$ cat config.mk
export PLATFORM = sky130hd
export DESIGN_NAME = link_tx_on_off_flat
export DESIGN_NICKNAME = d
export VERILOG_FILES = /design/src/rtl/link_tx_on_off_pkg.sv /design/src/rtl/link_tx_on_off_if.sv /design/src/rtl/tx_flit_queue.sv /design/src/rtl/link_tx_on_off.sv /design/src/flat_wrapper.sv
export SDC_FILE = /design/constraint.sdc
export NUM_CORES = 1
export LEC_CHECK = 0
export ABC_AREA = 0
export CORE_ASPECT_RATIO = 1.25
export CORE_MARGIN = 1
export CORE_UTILIZATION = 35
export CTS_CLUSTER_SIZE = 8
export DETAILED_ROUTE_END_ITERATION = 6
export GPL_ROUTABILITY_DRIVEN = 0
export SYNTH_ARGS = -nofsm -noshare
export SYNTH_HDL_FRONTEND = slang
export SYNTH_SLANG_ARGS = --single-unit
$ cat constraint.sdc
create_clock -name clk -period 2.2 [get_ports clk]
set_input_delay 0.44 -clock clk [delete_from_list [all_inputs] [get_ports clk]]
set_output_delay 0.44 -clock clk [all_outputs]
set_load 0.02 [all_outputs]
$ cat src/rtl/link_tx_on_off_pkg.sv
// Shared flit types and the transmit packet-framing state for the on/off link TX.
package link_tx_on_off_pkg;
  localparam int FLIT_DATA_W = 16;

  typedef enum logic [1:0] {
    HEAD     = 2'd0,
    BODY     = 2'd1,
    TAIL     = 2'd2,
    HEADTAIL = 2'd3
  } flit_label_t;

  typedef struct packed {
    flit_label_t             flit_label;
    logic [FLIT_DATA_W-1:0]  data;
  } flit_Data_noVC;

  typedef enum logic {
    TX_IDLE   = 1'b0,
    TX_IN_PKT = 1'b1
  } tx_state_t;
endpackage

$ cat src/rtl/link_tx_on_off_if.sv
// Crossbar-side handshake plus link-side flit/valid and the downstream on/off line.
interface link_tx_on_off_if;
  import link_tx_on_off_pkg::*;

  flit_Data_noVC flit_i;
  logic          valid_i;
  logic          ready_o;
  logic          on_off_i;
  flit_Data_noVC link_flit_o;
  logic          link_valid_o;

  modport master (output flit_i, valid_i, on_off_i,
                  input  ready_o, link_flit_o, link_valid_o);
  modport slave  (input  flit_i, valid_i, on_off_i,
                  output ready_o, link_flit_o, link_valid_o);
endinterface

$ cat src/rtl/tx_flit_queue.sv
// Small flit FIFO; full/empty are registered so ready depends only on state.
module tx_flit_queue
  import link_tx_on_off_pkg::*;
#(
  parameter int DEPTH = 2
) (
  input  logic          clk,
  input  logic          rst_n,
  input  logic          push_i,
  input  flit_Data_noVC wdata_i,
  input  logic          pop_i,
  output flit_Data_noVC head_o,
  output logic          full_o,
  output logic          empty_o
);
  localparam int PW = $clog2(DEPTH);

  flit_Data_noVC mem_q [DEPTH];
  logic [PW-1:0] wr_q, rd_q;
  logic [PW:0]   cnt_q, cnt_d;
  logic          full_q, empty_q;

  always_comb begin
    cnt_d = cnt_q;
    if (push_i && !pop_i) cnt_d = cnt_q + 1'b1;
    else if (!push_i && pop_i) cnt_d = cnt_q - 1'b1;
  end

  always_ff @(posedge clk or negedge rst_n) begin
    if (!rst_n) begin
      wr_q    <= '0;
      rd_q    <= '0;
      cnt_q   <= '0;
      full_q  <= 1'b0;
      empty_q <= 1'b1;
    end else begin
      if (push_i) wr_q <= (wr_q == PW'(DEPTH-1)) ? '0 : wr_q + 1'b1;
      if (pop_i)  rd_q <= (rd_q == PW'(DEPTH-1)) ? '0 : rd_q + 1'b1;
      cnt_q   <= cnt_d;
      full_q  <= (cnt_d == (PW+1)'(DEPTH));
      empty_q <= (cnt_d == '0);
    end
  end

  // Storage needs no reset: entries are only read while the count says they are valid.
  always_ff @(posedge clk) begin
    if (push_i) mem_q[wr_q] <= wdata_i;
  end

  assign head_o  = mem_q[rd_q];
  assign full_o  = full_q;
  assign empty_o = empty_q;
endmodule

$ cat src/rtl/link_tx_on_off.sv
// Router output-port link transmitter: queues crossbar flits and sends them while downstream is ON.
module link_tx_on_off
  import link_tx_on_off_pkg::*;
#(
  parameter int QUEUE_DEPTH = 2,
  parameter int CNT_W       = 16
) (
  input  logic             clk,
  input  logic             rst_n,
  link_tx_on_off_if.slave  bus,
  output logic             protocol_err_o,
  output logic [CNT_W-1:0] flits_sent_o,
  output logic [CNT_W-1:0] stall_cycles_o
);
  logic          full, empty, push, send, on_off_q;
  flit_Data_noVC head;
  tx_state_t     state_q;
  logic          lvalid_q, err_q;
  flit_Data_noVC lflit_q;
  logic [CNT_W-1:0] sent_q, stall_q;

  assign push = bus.valid_i & ~full;
  assign send = ~empty & on_off_q;

  tx_flit_queue #(.DEPTH(QUEUE_DEPTH)) u_queue (
    .clk     (clk),
    .rst_n   (rst_n),
    .push_i  (push),
    .wdata_i (bus.flit_i),
    .pop_i   (send),
    .head_o  (head),
    .full_o  (full),
    .empty_o (empty)
  );

  always_ff @(posedge clk or negedge rst_n) begin
    if (!rst_n) begin
      on_off_q <= 1'b1;
      state_q  <= TX_IDLE;
      lvalid_q <= 1'b0;
      lflit_q  <= '0;
      err_q    <= 1'b0;
      sent_q   <= '0;
      stall_q  <= '0;
    end else begin
      on_off_q <= bus.on_off_i;
      lvalid_q <= send;
      if (send) begin
        lflit_q <= head;
        if (sent_q != '1) sent_q <= sent_q + 1'b1;
        // Framing errors are flagged but the flit still goes out.
        case (head.flit_label)
          HEAD: begin
            if (state_q == TX_IN_PKT) err_q <= 1'b1;
            state_q <= TX_IN_PKT;
          end
          HEADTAIL: begin
            if (state_q == TX_IN_PKT) err_q <= 1'b1;
            state_q <= TX_IDLE;
          end
          BODY: begin
            if (state_q == TX_IDLE) err_q <= 1'b1;
          end
          TAIL: begin
            if (state_q == TX_IDLE) err_q <= 1'b1;
            state_q <= TX_IDLE;
          end
          default: ;
        endcase
      end
      if (!empty && !on_off_q && stall_q != '1) stall_q <= stall_q + 1'b1;
    end
  end

  assign bus.ready_o      = ~full;
  assign bus.link_valid_o = lvalid_q;
  assign bus.link_flit_o  = lflit_q;
  assign protocol_err_o   = err_q;
  assign flits_sent_o     = sent_q;
  assign stall_cycles_o   = stall_q;
endmodule

$ cat src/flat_wrapper.sv
// flat-port wrapper written by rule: the top's interface ports become plain ports
module link_tx_on_off_flat import link_tx_on_off_pkg::*;
#(
  parameter int QUEUE_DEPTH = 2,
  parameter int CNT_W       = 16
)
  (clk, rst_n, protocol_err_o, flits_sent_o, stall_cycles_o, bus_flit_i, bus_valid_i, bus_on_off_i, bus_ready_o, bus_link_flit_o, bus_link_valid_o);
  link_tx_on_off_if bus_i ();
  input  logic clk;
  input  logic rst_n;
  output logic protocol_err_o;
  output logic [CNT_W-1:0] flits_sent_o;
  output logic [CNT_W-1:0] stall_cycles_o;
  input wire logic [$bits(bus_i.flit_i)-1:0] bus_flit_i;
  input wire logic [$bits(bus_i.valid_i)-1:0] bus_valid_i;
  input wire logic [$bits(bus_i.on_off_i)-1:0] bus_on_off_i;
  output wire logic [$bits(bus_i.ready_o)-1:0] bus_ready_o;
  output wire logic [$bits(bus_i.link_flit_o)-1:0] bus_link_flit_o;
  output wire logic [$bits(bus_i.link_valid_o)-1:0] bus_link_valid_o;
  assign bus_i.flit_i = bus_flit_i;
  assign bus_i.valid_i = bus_valid_i;
  assign bus_i.on_off_i = bus_on_off_i;
  assign bus_ready_o = bus_i.ready_o;
  assign bus_link_flit_o = bus_i.link_flit_o;
  assign bus_link_valid_o = bus_i.link_valid_o;
  link_tx_on_off #(.QUEUE_DEPTH(QUEUE_DEPTH), .CNT_W(CNT_W)) u_core (.clk(clk), .rst_n(rst_n), .bus(bus_i), .protocol_err_o(protocol_err_o), .flits_sent_o(flits_sent_o), .stall_cycles_o(stall_cycles_o));
endmodule
# Word level (Yosys, flattened, before mapping)
# Memories as Yosys holds them, arrays and structs flattened.
# Cells that the tools add are included.
op_classes:
  n_mul: 0
  n_eq_ne: 8
  magnitude_cmp: 0
  n_div: 0
  reduce_logical: 17
  mux: 10
  n_addsub: 6
  bitwise_logic: 4
  shift: 0
ops:
  columns: ["operator", "n"]
  rows:
  - ["$add 16x1->16 const B", 2]
  - ["$ne 16x16->1 const B", 2]
  - ["$eq 2x2->1 const B", 3]
  - ["$mux 1", 6]
  - ["$reduce_or 2->1", 3]
  - ["$logic_and 1x1->1", 4]
  - ["$logic_not 1->1", 4]
  - ["$logic_not 2->1", 2]
  - ["$mux 2", 2]
  - ["$pmux 1 s2", 2]
  - ["$reduce_and 2->1", 2]
  - ["$reduce_and 3->1", 1]
  - ["$add 1x1->1 const B", 2]
  - ["$add 2x1->2 const B", 1]
  - ["$and 1x1->1", 2]
  - ["$eq 2x1->1 const B", 1]
  - ["$ne 2x1->1 const B", 1]
  - ["$ne 2x2->1 const B", 1]
  - ["$not 1->1", 2]
  - ["$reduce_bool 2->1", 1]
  - ["$sub 2x1->2 const B", 1]
word_totals:
  ff_bits: 60
  latch_bits: 0
  mem_bits_ro: 0
  ram_bits: 36
  output_inout_bits: 53
  in_bits: 22
  memories: 1
memory_table:
  columns: ["memory", "depth", "word_bits", "read_ports", "rd_ports_with_merged_regs", "write_ports", "line", "source"]
  rows:
  - ["u_core.u_queue.mem_q", 2, 18, 1, 0, 1, "tx_flit_queue.sv:18", "flit_Data_noVC mem_q [DEPTH];"]

# Logic depth before layout (Yosys ltp)
# Gate-level depths: netlist of the first run.
depth:
  word_depth: 7
  mapped_depth: 6

# Modules after synthesis
# From an unflattened synthesis of the first run, not the netlist that was laid out.
unflattened:
  cells_unflattened: 316
  area_unflattened_um2: 4042.6
by_module_without_submodules:
  columns: ["module", "instances", "area_each_um2", "cells_per_inst", "seq_area_each_um2"]
  rows:
  - ["link_tx_on_off", 1, 2411.1, 234, 1352.5]
  - ["tx_flit_queue", 1, 1631.6, 82, 1232.4]

# Worst setup path before layout of the first run
# No wires, ideal clock.
synth_timing:
  path_kind: "input-to-reg"
  startpoint: "input port bus_valid_i"
  endpoint: "memory u_core.u_queue.mem_q[0][0] (netlist name), enable pin"
  stages: 2
  setup_time_ns: 0.395
  path_buffers: 0
  t_arrival_ns: 1.648
  path_slack_ns: 0.157
  cell_sequence: "nor2b_1 -> nor2b_1"
synth_via:
  elab_chain_cells: 3
synth_lines:
  columns: ["item", "line", "source"]
  rows:
  - ["start, declared", "flat_wrapper.sv:15", "input wire logic [$bits(bus_i.valid_i)-1:0] bus_valid_i;"]
  - ["$and 1x1->1", "link_tx_on_off.sv:22", "assign push = bus.valid_i & ~full;"]
  - ["$mux 1", "tx_flit_queue.sv:47", "if (push_i) mem_q[wr_q] <= wdata_i;"]
  - ["$mux 1 (implied by the code)", "tx_flit_queue.sv:47", null]
  - ["end, declared", "tx_flit_queue.sv:18", null]
# Every way passes these cells.

# Worst setup path in the final report of the first run
layout_timing:
  startpoint: "register u_core.sent_q[0], in the netlist u_core.flits_sent_o[0]"
  endpoint: "register u_core.sent_q[1], in the netlist u_core.flits_sent_o[1]"
layout_via:
  elab_chain_cells: 2
  elab_cells_between_ends: 3
layout_lines:
  columns: ["item", "line", "source"]
  rows:
  - ["start, declared", "link_tx_on_off.sv:20", "logic [CNT_W-1:0] sent_q, stall_q;"]
  - ["start signal, assigned", "link_tx_on_off.sv:50", "if (sent_q != '1) sent_q <= sent_q + 1'b1;"]
  - ["parallel branches: the longest is 2 deep, another holds $add 16x1->16", null, null]
# Parallel ways; which one is timed is not known.
# A chain may end at the register's enable or synchronous reset.

==> results.py, run 1 <==
metrics = {
    "outcome": {
        "status": "completed",
    },
    "cells_and_area": {
        "multi_input_comb_area_um2": 1240,
        "finish.net_count": 397,
        "insertedDiodeCount": 0,
        "layout_commonest_cell": "clkdlybuf4s50_1",
        "layout.cells.non_filler": 509,
        "final_layout_size_suffix_gt1_share_pct": 11.1,
        "fillers": 972,
        "syn2layout_area_growth_pct": 32.1,
        "most-common-layout-cells": "73 x clkdlybuf4s50_1, 58 x dfrtp_1, 36 x edfxtp_1, 30 x nand2_1, 22 x xnor2_1",
        "seqCellArea_um2": 2580,
    },
    "sta": {
        "rsz_0062_raised_after_global_routing": "false",
        "maxClockFrequency_ghz": 0.521,
        "final_setup_violation_count": 0,
        "timing_hold_violations_final": 0,
        "final_period_minus_worst_setup_slack_ns": 1.92,
        "finalSetupTns_ns": 0,
        "fin_hold_ws_ns": 0.101,
        "layout_worst_path_cycle_share_pct": 87.2,
        "final-max-slew-violation-count": 0,
        "slew-limit-headroom_pct": 69.7,
        "setup_slack_ns": 0.281,
        "finClkSkew_ns": 0.00925,
        "tightest_slew_ns": 0.451,
    },
    "setup_path": {
        "critical_path_top_delay_cell": "or4_4",
        "cp_data_arrival_time_ns": 2.14,
        "timing.critical_path.cells": "ha_1 -> nand3_1 -> or4_4 -> nand2_4 -> mux2_4",
        "worst_setup_path_end_kind": "flip-flop",
        "timing_worst_setup_path_type": "reg2reg",
        "start_kind": "flip-flop",
        "timing.critical_path.slowest_cell_delay_ns": 0.60,
        "worst-path-max-fanout": 5,
        "worst_ep_required_time_ns": 2.42,
    },
    "clock_tree": {
        "htree_levels": 3,
        "clockBufferDepth": 2,
        "clk_root_buffer_cell": "clkbuf_16",
        "clkLatencyLatePin_ns": 0.34,
        "cts.hold.buffers_added": 0,
        "tritoncts": "done",
        "cts_setup_buffers": 0,
        "clock_sink_count": 96,
        "clkTransAtPathRegs_ns": 0.07,
        "tritoncts.num_buffers": 9,
        "cts_repair_resize_count": 0,
    },
    "detailed_routing": {
        "wire_per_inst_um": 14.8,
        "route.final.wire_length_um": 7530,
        "detail_route.first_pass.iterations": 4,
        "post-route-drc-count": 0,
        "post_dr_vias_cell": 4.89,
        "route.antenna.remaining_nets": 0,
        "dr_total_vias": 2487,
        "detail_route.iter0.violations": 89,
    },
    "global_route": {
        "gr-usage-all-layers_pct": 14.7,
        "grt_overflow_total": 0,
        "grt_pass1_vias": 2598,
        "largest_net_degree_at_the_start_of_global_routing": 61,
        "grt_antenna_before_repair": 0,
        "grt_pass1_wl_um": 12700,
    },
    "floorplanning": {
        "dieArea_um2": 11500,
        "core_um2": 10700,
        "die_height_um": 119,
        "placementRows": 42,
        "fp.dieW_um": 96.0,
        "floorplan.initialDensity_pct": 36.2,
        "design.portCount": 75,
    },
    "yosys": {
        "yosysSeqAreaShare_pct": 66.9,
        "synth.ff_latch_count": 96,
        "yosys_warnings": 0,
        "mappedNetlistArea_um2": 3860,
        "syn-mean-instance-area_um2": 13.5,
        "synthesis.nets": 312,
        "synth.distinct_cells": 41,
        "postSynthCellCount": 287,
    },
    "flow_run": {
        "max_cap_violations": 0,
    },
    "placed_design": {
        "numPortBuffers": 74,
        "placedCellCount": 493,
        "post-place-ws_ns": 0.135,
        "dp_hpwl_um": 5180,
    },
    "pwr": {
        "vdd.ir_drop.worst_mv": 0.682,
        "pwr_density_cell_nw_per_um2": 1220,
        "p_leak_uw": 0.00203,
    },
    "hold_path": {
        "hold_class": "in2async",
    },
}
-- cell type report --
cell class | count | area share, %
clock buffers | 9 | 4.41
clock inverters | 7 | 0.907
inverters | 2 | 0.147
multi-input cells | 181 | 24.3
flip-flops and latches | 96 | 50.7
well taps | 132 | 3.24
repair buffers | 82 | 16.3
-- worst paths after layout --
check / from / to / slack, ns / cells past startpoint
worst max-delay path: u_core.flits_sent_o[0]$_DFFE_PN0P_ / u_core.flits_sent_o[1]$_DFFE_PN0P_ / 0.28 / 5
worst min-delay path: rst_n / u_core.stall_cycles_o[9]$_DFFE_PN0P_ / 0.10 / 2
worst max register to register: u_core.flits_sent_o[0]$_DFFE_PN0P_ / u_core.flits_sent_o[1]$_DFFE_PN0P_ / 0.28 / 5
worst min register to register: u_core.protocol_err_o$_DFFE_PN0P_ / u_core.protocol_err_o$_DFFE_PN0P_ / 0.46 / 1
max in group asynchronous: rst_n / u_core.on_off_q$_DFF_PN1_ / 1.79 / 2
min in group clk: u_core.protocol_err_o$_DFFE_PN0P_ / u_core.protocol_err_o$_DFFE_PN0P_ / 0.46 / 1
-- state kept, by name, summed over array words and instances, names as in the netlist --
signal / flops
u_core.flits_sent_o: 16
u_core.u_queue.cnt_q: 2
u_core.bus.link_flit_o: 18
u_core.u_queue.full_o: 1
u_core.on_off_q: 1
u_core.bus.link_valid_o: 1
u_core.u_queue.mem_q: 36
u_core.stall_cycles_o: 16
u_core.u_queue.empty_o: 1
u_core.u_queue.wr_q: 1
u_core.protocol_err_o: 1
u_core.u_queue.rd_q: 1
u_core.state_q: 1
-- metrics by stage --
step	total power (uW)	area [um2]	utilization, %
after floorplan	3890	3860	-
after global placement	4830	4830	45.3
after detailed placement	4900	4830	45.3
after CTS	6350	5100	47.8
after global routing	6650	5100	47.8
final	6250	5100	47.8
-- worst max-delay path: cells and delay by family (launching register included) --
kind | cells | cell delay [ns]
adders and majority gates | 1 | 0.22
DFF | 1 | 0.42
muxes | 1 | 0.30
and+or+nand+nor | 3 | 0.86
-- report_power, final --
group	switching (uW)	internal, uW	leakage (uW)
Clock	665	764	0.000129
Sequential	343	2380	0.00109
Combinational	1070	1030	0.000813
Total	2080	4170	0.00203
-- layer usage --
layer | wire (um) | GRT usage (%)
met1 | 3340 | 19.0
met2 | 3740 | 23.3
met3 | 362 | 4.28
met4 | 84 | 5.04
met5 | 0 | 0
-- cell families (layout without fill, tap and decap cells) --
kind of cell | count (synthesis) | count (layout) | share of synthesized area (%)
xor gates and xnor gates | 31 | 31 | 7.03
DFF | 96 | 96 | 66.9
AOI/OAI and AO/OA | 30 | 30 | 4.66
muxes | 23 | 23 | 6.31
buffers and inverters | 10 | 100 | 1.13
and+or+nand+nor | 94 | 94 | 13.0
adders and majority gates | 3 | 3 | 0.972
-- cell usage after synthesis, drive strengths merged --
| master | number | area (um2) |
|---|---|---|
| or4 | 2 | 22.5 |
| dfrtp | 58 | 1450 |
| xor2 | 9 | 78.8 |
| buf | 4 | 20.0 |
| a21oi | 3 | 15.0 |
| ha | 3 | 37.5 |
| nor4b | 1 | 8.76 |
| nand3 | 12 | 60.1 |
| or2 | 1 | 6.26 |
| nor4 | 1 | 6.26 |
| nand2b | 2 | 12.5 |
| o21ai | 19 | 95.1 |
| nor3 | 8 | 40.0 |
| nor2 | 12 | 45.0 |
| o2111ai | 3 | 26.3 |
| nand4 | 11 | 83.8 |
| and2 | 1 | 6.26 |
| nor2b | 2 | 12.5 |
| a21boi | 1 | 7.51 |
| or3b | 1 | 8.76 |
| and4 | 2 | 17.5 |
| mux2i | 18 | 180 |
| a21o | 1 | 7.51 |
| dfstp | 2 | 52.6 |
| o21a | 1 | 7.51 |
| o21ba | 1 | 10.0 |
| inv | 2 | 7.50 |
| mux2 | 5 | 63.8 |
| o41a | 1 | 11.3 |
| xnor2 | 22 | 193 |
| nand4b | 1 | 8.76 |
| clkbuf | 4 | 16.3 |
| nand2 | 31 | 124 |
| and3 | 6 | 38.8 |
| edfxtp | 36 | 1080 |
Power figures use the tool's default switching activity.
==> run 2: changes to the inputs <==
--- a/config.mk
+++ b/config.mk
@@ -9,9 +9,11 @@
 export CORE_ASPECT_RATIO = 1.25
 export CORE_MARGIN = 1
 export CORE_UTILIZATION = 35
+export CTS_BUF_LIST = sky130_fd_sc_hd__clkbuf_8
 export CTS_CLUSTER_SIZE = 8
 export DETAILED_ROUTE_END_ITERATION = 6
 export GPL_ROUTABILITY_DRIVEN = 0
+export RECOVER_POWER = 50
 export SYNTH_ARGS = -nofsm -noshare
 export SYNTH_HDL_FRONTEND = slang
 export SYNTH_SLANG_ARGS = --single-unit
==> run 2 against run 1 <==
Against the previous run: the run now ends with capacitance limit, slew limit left; hold slack improved by 0.37 ns; combinational power about the same; clock skew about the same; die area did not move; utilization down 1.1 points; flip-flop and latch count unchanged; routed wire length rose by 0.50%; count of clock-buffer cells in the layout unchanged; cell area decreased by 2.4%; non-clock buffer count unchanged; largest cell class unchanged.
==> results.py, run 2 (same netlist as run 1, synthesis figures left out) <==
metrics = {
    "global_route": {
        "grt_overflow_total": 0,
        "gr-usage-all-layers_pct": 14.7,
        "grt_pass1_vias": 2593,
        "largest_net_degree_at_the_start_of_global_routing": 61,
        "grt_pass1_wl_um": 12700,
        "grt_antenna_before_repair": 0,
    },
    "outcome": {
        "status": "finished, violations left",
        "violations_in_the_final_reports": "capacitance limit, slew limit",
    },
    "pwr": {
        "pwr_density_cell_nw_per_um2": 1170,
        "p_leak_uw": 0.00198,
        "vdd.ir_drop.worst_mv": 0.653,
    },
    "detailed_routing": {
        "detail_route.iter0.violations": 62,
        "detail_route.first_pass.iterations": 4,
        "route.antenna.remaining_nets": 0,
        "wire_per_inst_um": 14.9,
        "post_dr_vias_cell": 4.87,
        "dr_total_vias": 2480,
        "post-route-drc-count": 0,
        "route.final.wire_length_um": 7570,
    },
    "hold_path": {
        "hold_depth": 1,
        "hold_class": "reg2reg",
    },
    "setup_path": {
        "cp_data_arrival_time_ns": 1.49,
        "worst_setup_path_end_kind": "output pin",
        "timing.critical_path.cells": "clkdlybuf4s50_1",
        "cp_num_buf_inv": 1,
        "start_kind": "flip-flop",
        "setup.reg_to_reg.worst_slack_ns": 0.27,
        "critical_path_top_delay_cell": "clkdlybuf4s50_1",
        "worst-path-max-fanout": 6,
        "timing.critical_path.depth": 1,
        "worst-r2r-cell-count": 5,
        "timing.critical_path.max_delay_family": "buffers and inverters",
        "timing_worst_setup_path_type": "reg2out",
        "worst_ep_required_time_ns": 1.76,
        "timing.critical_path.slowest_cell_delay_ns": 0.65,
    },
    "clock_tree": {
        "tritoncts.num_buffers": 9,
        "htree_levels": 3,
        "clkLatencyLatePin_ns": 0.36,
        "clk_root_buffer_cell": "clkbuf_8",
        "tritoncts": "done",
        "clock_sink_count": 96,
        "clkTransAtPathRegs_ns": 0.09,
        "cts_setup_buffers": 0,
        "clockBufferDepth": 2,
        "cts_repair_resize_count": 0,
        "cts.hold.buffers_added": 0,
    },
    "cells_and_area": {
        "layout.cells.non_filler": 509,
        "insertedDiodeCount": 0,
        "layout_commonest_cell": "dfrtp_1",
        "seqCellArea_um2": 2580,
        "largest_register_by_flop_count": "u_core.u_queue.mem_q",
        "finish.net_count": 397,
        "syn2layout_area_growth_pct": 28.9,
        "multi_input_comb_area_um2": 1240,
        "fillers": 982,
        "most-common-layout-cells": "58 x dfrtp_1, 53 x clkdlybuf4s50_1, 36 x edfxtp_1, 30 x nand2_1, 22 x xnor2_1",
        "largest_register_ff_count": 36,
        "final_layout_size_suffix_gt1_share_pct": 10.3,
    },
    "placed_design": {
        "dp_hpwl_um": 5180,
        "placedCellCount": 493,
        "numPortBuffers": 74,
    },
    "sta": {
        "finClkSkew_ns": 0.00949,
        "maxClockFrequency_ghz": 0.518,
        "slew-limit-headroom_pct": -1.87,
        "rsz_0062_raised_after_global_routing": "false",
        "finalSetupTns_ns": 0,
        "timing_hold_violations_final": 0,
        "final_setup_violation_count": 0,
        "layout_worst_path_cycle_share_pct": 87.7,
        "final-max-slew-violation-count": 61,
        "tightest_slew_ns": 1.53,
        "final_period_minus_worst_setup_slack_ns": 1.93,
    },
    "floorplanning": {
        "design.portCount": 75,
        "placementRows": 42,
        "dieArea_um2": 11500,
        "core_um2": 10700,
        "floorplan.initialDensity_pct": 36.2,
        "die_height_um": 119,
        "fp.dieW_um": 96.0,
    },
    "flow_run": {
        "max_cap_violations": 1,
    },
}
-- run 2: changes by cell type in the layout (fill, tap and decap cells not counted), moves of 2 or more --
cell and delta:
buf_4 -2, clkbuf_16 -9, clkbuf_2 +2, clkbuf_8 +9, clkdlybuf4s50_1 -20, dlygate4sd3_1 +20
-- run 2: where the power goes --
group          internal, uW  switching, uW  leakage (uW)
Combinational          1010           1070      0.000810
Sequential             2370            344       0.00109
Clock                   409            627     0.0000830
-- run 2: per-stage QoR --
step                      total power [uW]  util [%]  instance area, um2  worst slack (ns)  hold WS, ns
after CTS                             5950      46.9                5000             0.236       0.0781
after global placement                4830      45.3                4830             0.160        0.449
after detailed placement              4900      45.3                4830             0.135        0.452
after global routing                  6220      46.7                4980             0.130        0.514
final                                 5830      46.7                4980             0.270        0.466
after floorplan                       3890         -                3860             0.157        0.144
-- run 2: layer usage --
metal | track usage, % | vias to the layer above | wire length, um
met5 | 0 | - | 0
met4 | 5.32 | 0 | 92
li1 | - | 1198 | -
met1 | 19.0 | 1215 | 3360
met3 | 4.09 | 7 | 357
met2 | 23.3 | 60 | 3760
-- run 2: area by class of cell --
| type | count | area share, % |
|---|---|---|
| timing repair buffer | 82 | 16.3 |
| sequential | 96 | 51.9 |
| clock inverter | 7 | 0.930 |
| inverter | 2 | 0.151 |
| tap | 132 | 3.32 |
| clock buffer | 9 | 2.49 |
| multi-input combinational | 181 | 24.9 |
-- run 2: final timing paths --
path | from | end
min in group asynchronous | rst_n | u_core.stall_cycles_o[9]$_DFFE_PN0P_
min | u_core.protocol_err_o$_DFFE_PN0P_ | u_core.protocol_err_o$_DFFE_PN0P_
min reg2reg | u_core.protocol_err_o$_DFFE_PN0P_ | u_core.protocol_err_o$_DFFE_PN0P_
max in group asynchronous | rst_n | u_core.flits_sent_o[12]$_DFFE_PN0P_
max | u_core.stall_cycles_o[2]$_DFFE_PN0P_ | stall_cycles_o[2]
max reg2reg | u_core.flits_sent_o[0]$_DFFE_PN0P_ | u_core.flits_sent_o[1]$_DFFE_PN0P_
==> run 3: changes to the inputs <==
--- a/config.mk
+++ b/config.mk
@@ -8,11 +8,12 @@
 export ABC_AREA = 0
 export CORE_ASPECT_RATIO = 1.25
 export CORE_MARGIN = 1
-export CORE_UTILIZATION = 35
+export CORE_UTILIZATION = 25
 export CTS_BUF_LIST = sky130_fd_sc_hd__clkbuf_8
 export CTS_CLUSTER_SIZE = 8
 export DETAILED_ROUTE_END_ITERATION = 6
 export GPL_ROUTABILITY_DRIVEN = 0
+export PLACE_DENSITY = 0.51
 export RECOVER_POWER = 50
 export SYNTH_ARGS = -nofsm -noshare
 export SYNTH_HDL_FRONTEND = slang
==> run 3 against run 2 <==
Against the previous run: the flow now finishes without violations; critical path depth grew 4; via count grew 1.0%; first-iteration DRC count grew 55%; non-clock buffer count grew 1; worst setup slack lost 0.044 ns; count of clock-buffer cells in the layout is the same; clock power grew 9.6%; routed wire length grew 6.7%; register-to-register slack lost 0.04 ns.
==> results.py, run 3 (same netlist as run 1, synthesis figures left out) <==
metrics = {
    "floorplanning": {
        "die_height_um": 141,
        "design.portCount": 75,
        "floorplan.initialDensity_pct": 25.7,
        "dieArea_um2": 16000,
        "core_um2": 15000,
        "fp.dieW_um": 113,
        "placementRows": 50,
    },
    "pwr": {
        "pwr_density_cell_nw_per_um2": 1170,
        "p_leak_uw": 0.00200,
        "total_power_uw": 5970,
        "vdd.ir_drop.worst_mv": 0.473,
    },
    "clock_tree": {
        "clkTransAtPathRegs_ns": 0.09,
        "cts_setup_buffers": 0,
        "htree_levels": 3,
        "clk_root_buffer_cell": "clkbuf_8",
        "cts_repair_resize_count": 0,
        "tritoncts.num_buffers": 9,
        "tritoncts": "done",
        "clockBufferDepth": 2,
        "clkLatencyLatePin_ns": 0.37,
        "clock_sink_count": 96,
        "cts.hold.buffers_added": 0,
    },
    "cells_and_area": {
        "largest_register_by_flop_count": "u_core.u_queue.mem_q",
        "final_layout_size_suffix_gt1_share_pct": 10.1,
        "layout_commonest_cell": "dfrtp_1",
        "seqCellArea_um2": 2580,
        "largest_register_ff_count": 36,
        "most-common-layout-cells": "58 x dfrtp_1, 53 x clkdlybuf4s50_1, 36 x edfxtp_1, 30 x nand2_1, 22 x xnor2_1",
        "multi_input_comb_area_um2": 1240,
        "insertedDiodeCount": 0,
        "final_area_um2": 5090,
        "syn2layout_area_growth_pct": 31.6,
        "fillers": 1527,
        "finish.net_count": 398,
    },
    "placed_design": {
        "detailed_place.area_um2": 4900,
        "dp_hpwl_um": 5670,
        "numPortBuffers": 74,
        "post-place-ws_ns": 0.130,
    },
    "sta": {
        "rsz_0062_raised_after_global_routing": "false",
        "tightest_slew_ns": 1.23,
        "final_setup_violation_count": 0,
        "maxClockFrequency_ghz": 0.507,
        "fin_hold_ws_ns": 0.305,
        "layout_worst_path_cycle_share_pct": 89.7,
        "finClkSkew_ns": 0.00465,
        "final-max-slew-violation-count": 0,
        "setup_slack_ns": 0.226,
        "finalSetupTns_ns": 0,
        "timing_hold_violations_final": 0,
        "slew-limit-headroom_pct": 17.9,
        "final_period_minus_worst_setup_slack_ns": 1.97,
    },
    "detailed_routing": {
        "post-route-drc-count": 0,
        "post_dr_vias_cell": 4.47,
        "route.final.wire_length_um": 8080,
        "detail_route.first_pass.iterations": 4,
        "route.antenna.remaining_nets": 0,
        "wire_per_inst_um": 14.4,
        "detail_route.iter0.violations": 96,
        "dr_total_vias": 2505,
    },
    "setup_path": {
        "worst-path-max-fanout": 5,
        "start_kind": "flip-flop",
        "cp_data_arrival_time_ns": 2.24,
        "timing_worst_setup_path_type": "reg2reg",
        "worst_setup_path_end_kind": "flip-flop",
        "worst_ep_required_time_ns": 2.46,
    },
    "global_route": {
        "grt_pass1_wl_um": 13200,
        "grt_overflow_total": 0,
        "grt_pass1_vias": 2609,
        "grt_antenna_before_repair": 0,
        "largest_net_degree_at_the_start_of_global_routing": 41,
        "gr-usage-all-layers_pct": 10.9,
    },
    "outcome": {
        "status": "completed",
    },
    "flow_run": {
        "max_cap_violations": 0,
    },
    "hold_path": {
        "hold_class": "in2async",
    },
}
## run 3: per-layer routing
metal  global-route usage [%]  wire length (um)  vias to the layer above  share of wire (%)
met3                     2.58               341                       12                4.2
li1                         -                 -                     1199                  -
met1                     12.9              3450                     1238                 43
met2                     18.1              4080                       56                 51
met5                        0                 0                        -                  0
met4                     6.44               201                        0                2.5
## run 3: stage by stage
stage,instances,utilization [%]
floorplan,287,-
global placement,544,32.6
detailed placement,544,32.6
CTS,560,33.9
global route,560,33.9
finish,560,33.9
## run 3: area by class of cell
| class | count | area share (%) |
|---|---|---|
| well taps | 182 | 4.48 |
| repair buffers | 83 | 16.5 |
| inverters | 2 | 0.148 |
| clock buffers | 9 | 2.44 |
| multi-input cells | 181 | 24.3 |
| clock inverters | 7 | 1.33 |
| flip-flops and latches | 96 | 50.8 |
## run 3: final timing paths
kind	slack, ns	depth (start not counted)	endpoint	from
worst min-delay path	0.31	1	u_core.stall_cycles_o[9]$_DFFE_PN0P_	rst_n
worst min register to register	0.47	1	u_core.protocol_err_o$_DFFE_PN0P_	u_core.protocol_err_o$_DFFE_PN0P_
worst max register to register	0.23	5	u_core.flits_sent_o[1]$_DFFE_PN0P_	u_core.flits_sent_o[0]$_DFFE_PN0P_
worst max-delay path	0.23	5	u_core.flits_sent_o[1]$_DFFE_PN0P_	u_core.flits_sent_o[0]$_DFFE_PN0P_
min in group clk	0.47	1	u_core.protocol_err_o$_DFFE_PN0P_	u_core.protocol_err_o$_DFFE_PN0P_
max in group asynchronous	1.03	2	u_core.on_off_q$_DFF_PN1_	rst_n
## run 3: report_power, final
group	total, uW	switching (uW)	internal (uW)
combinational	2110	1090	1030
sequential	2710	342	2370
clock	1140	628	517
total	5970	2050	3920
## run 3: critical path: stages (launching register included)
cell	delay, ns
dfrtp_1	0.44
ha_1	0.24
nand3_1	0.18
or4_4	0.61
nand2_4	0.10
mux2_4	0.29
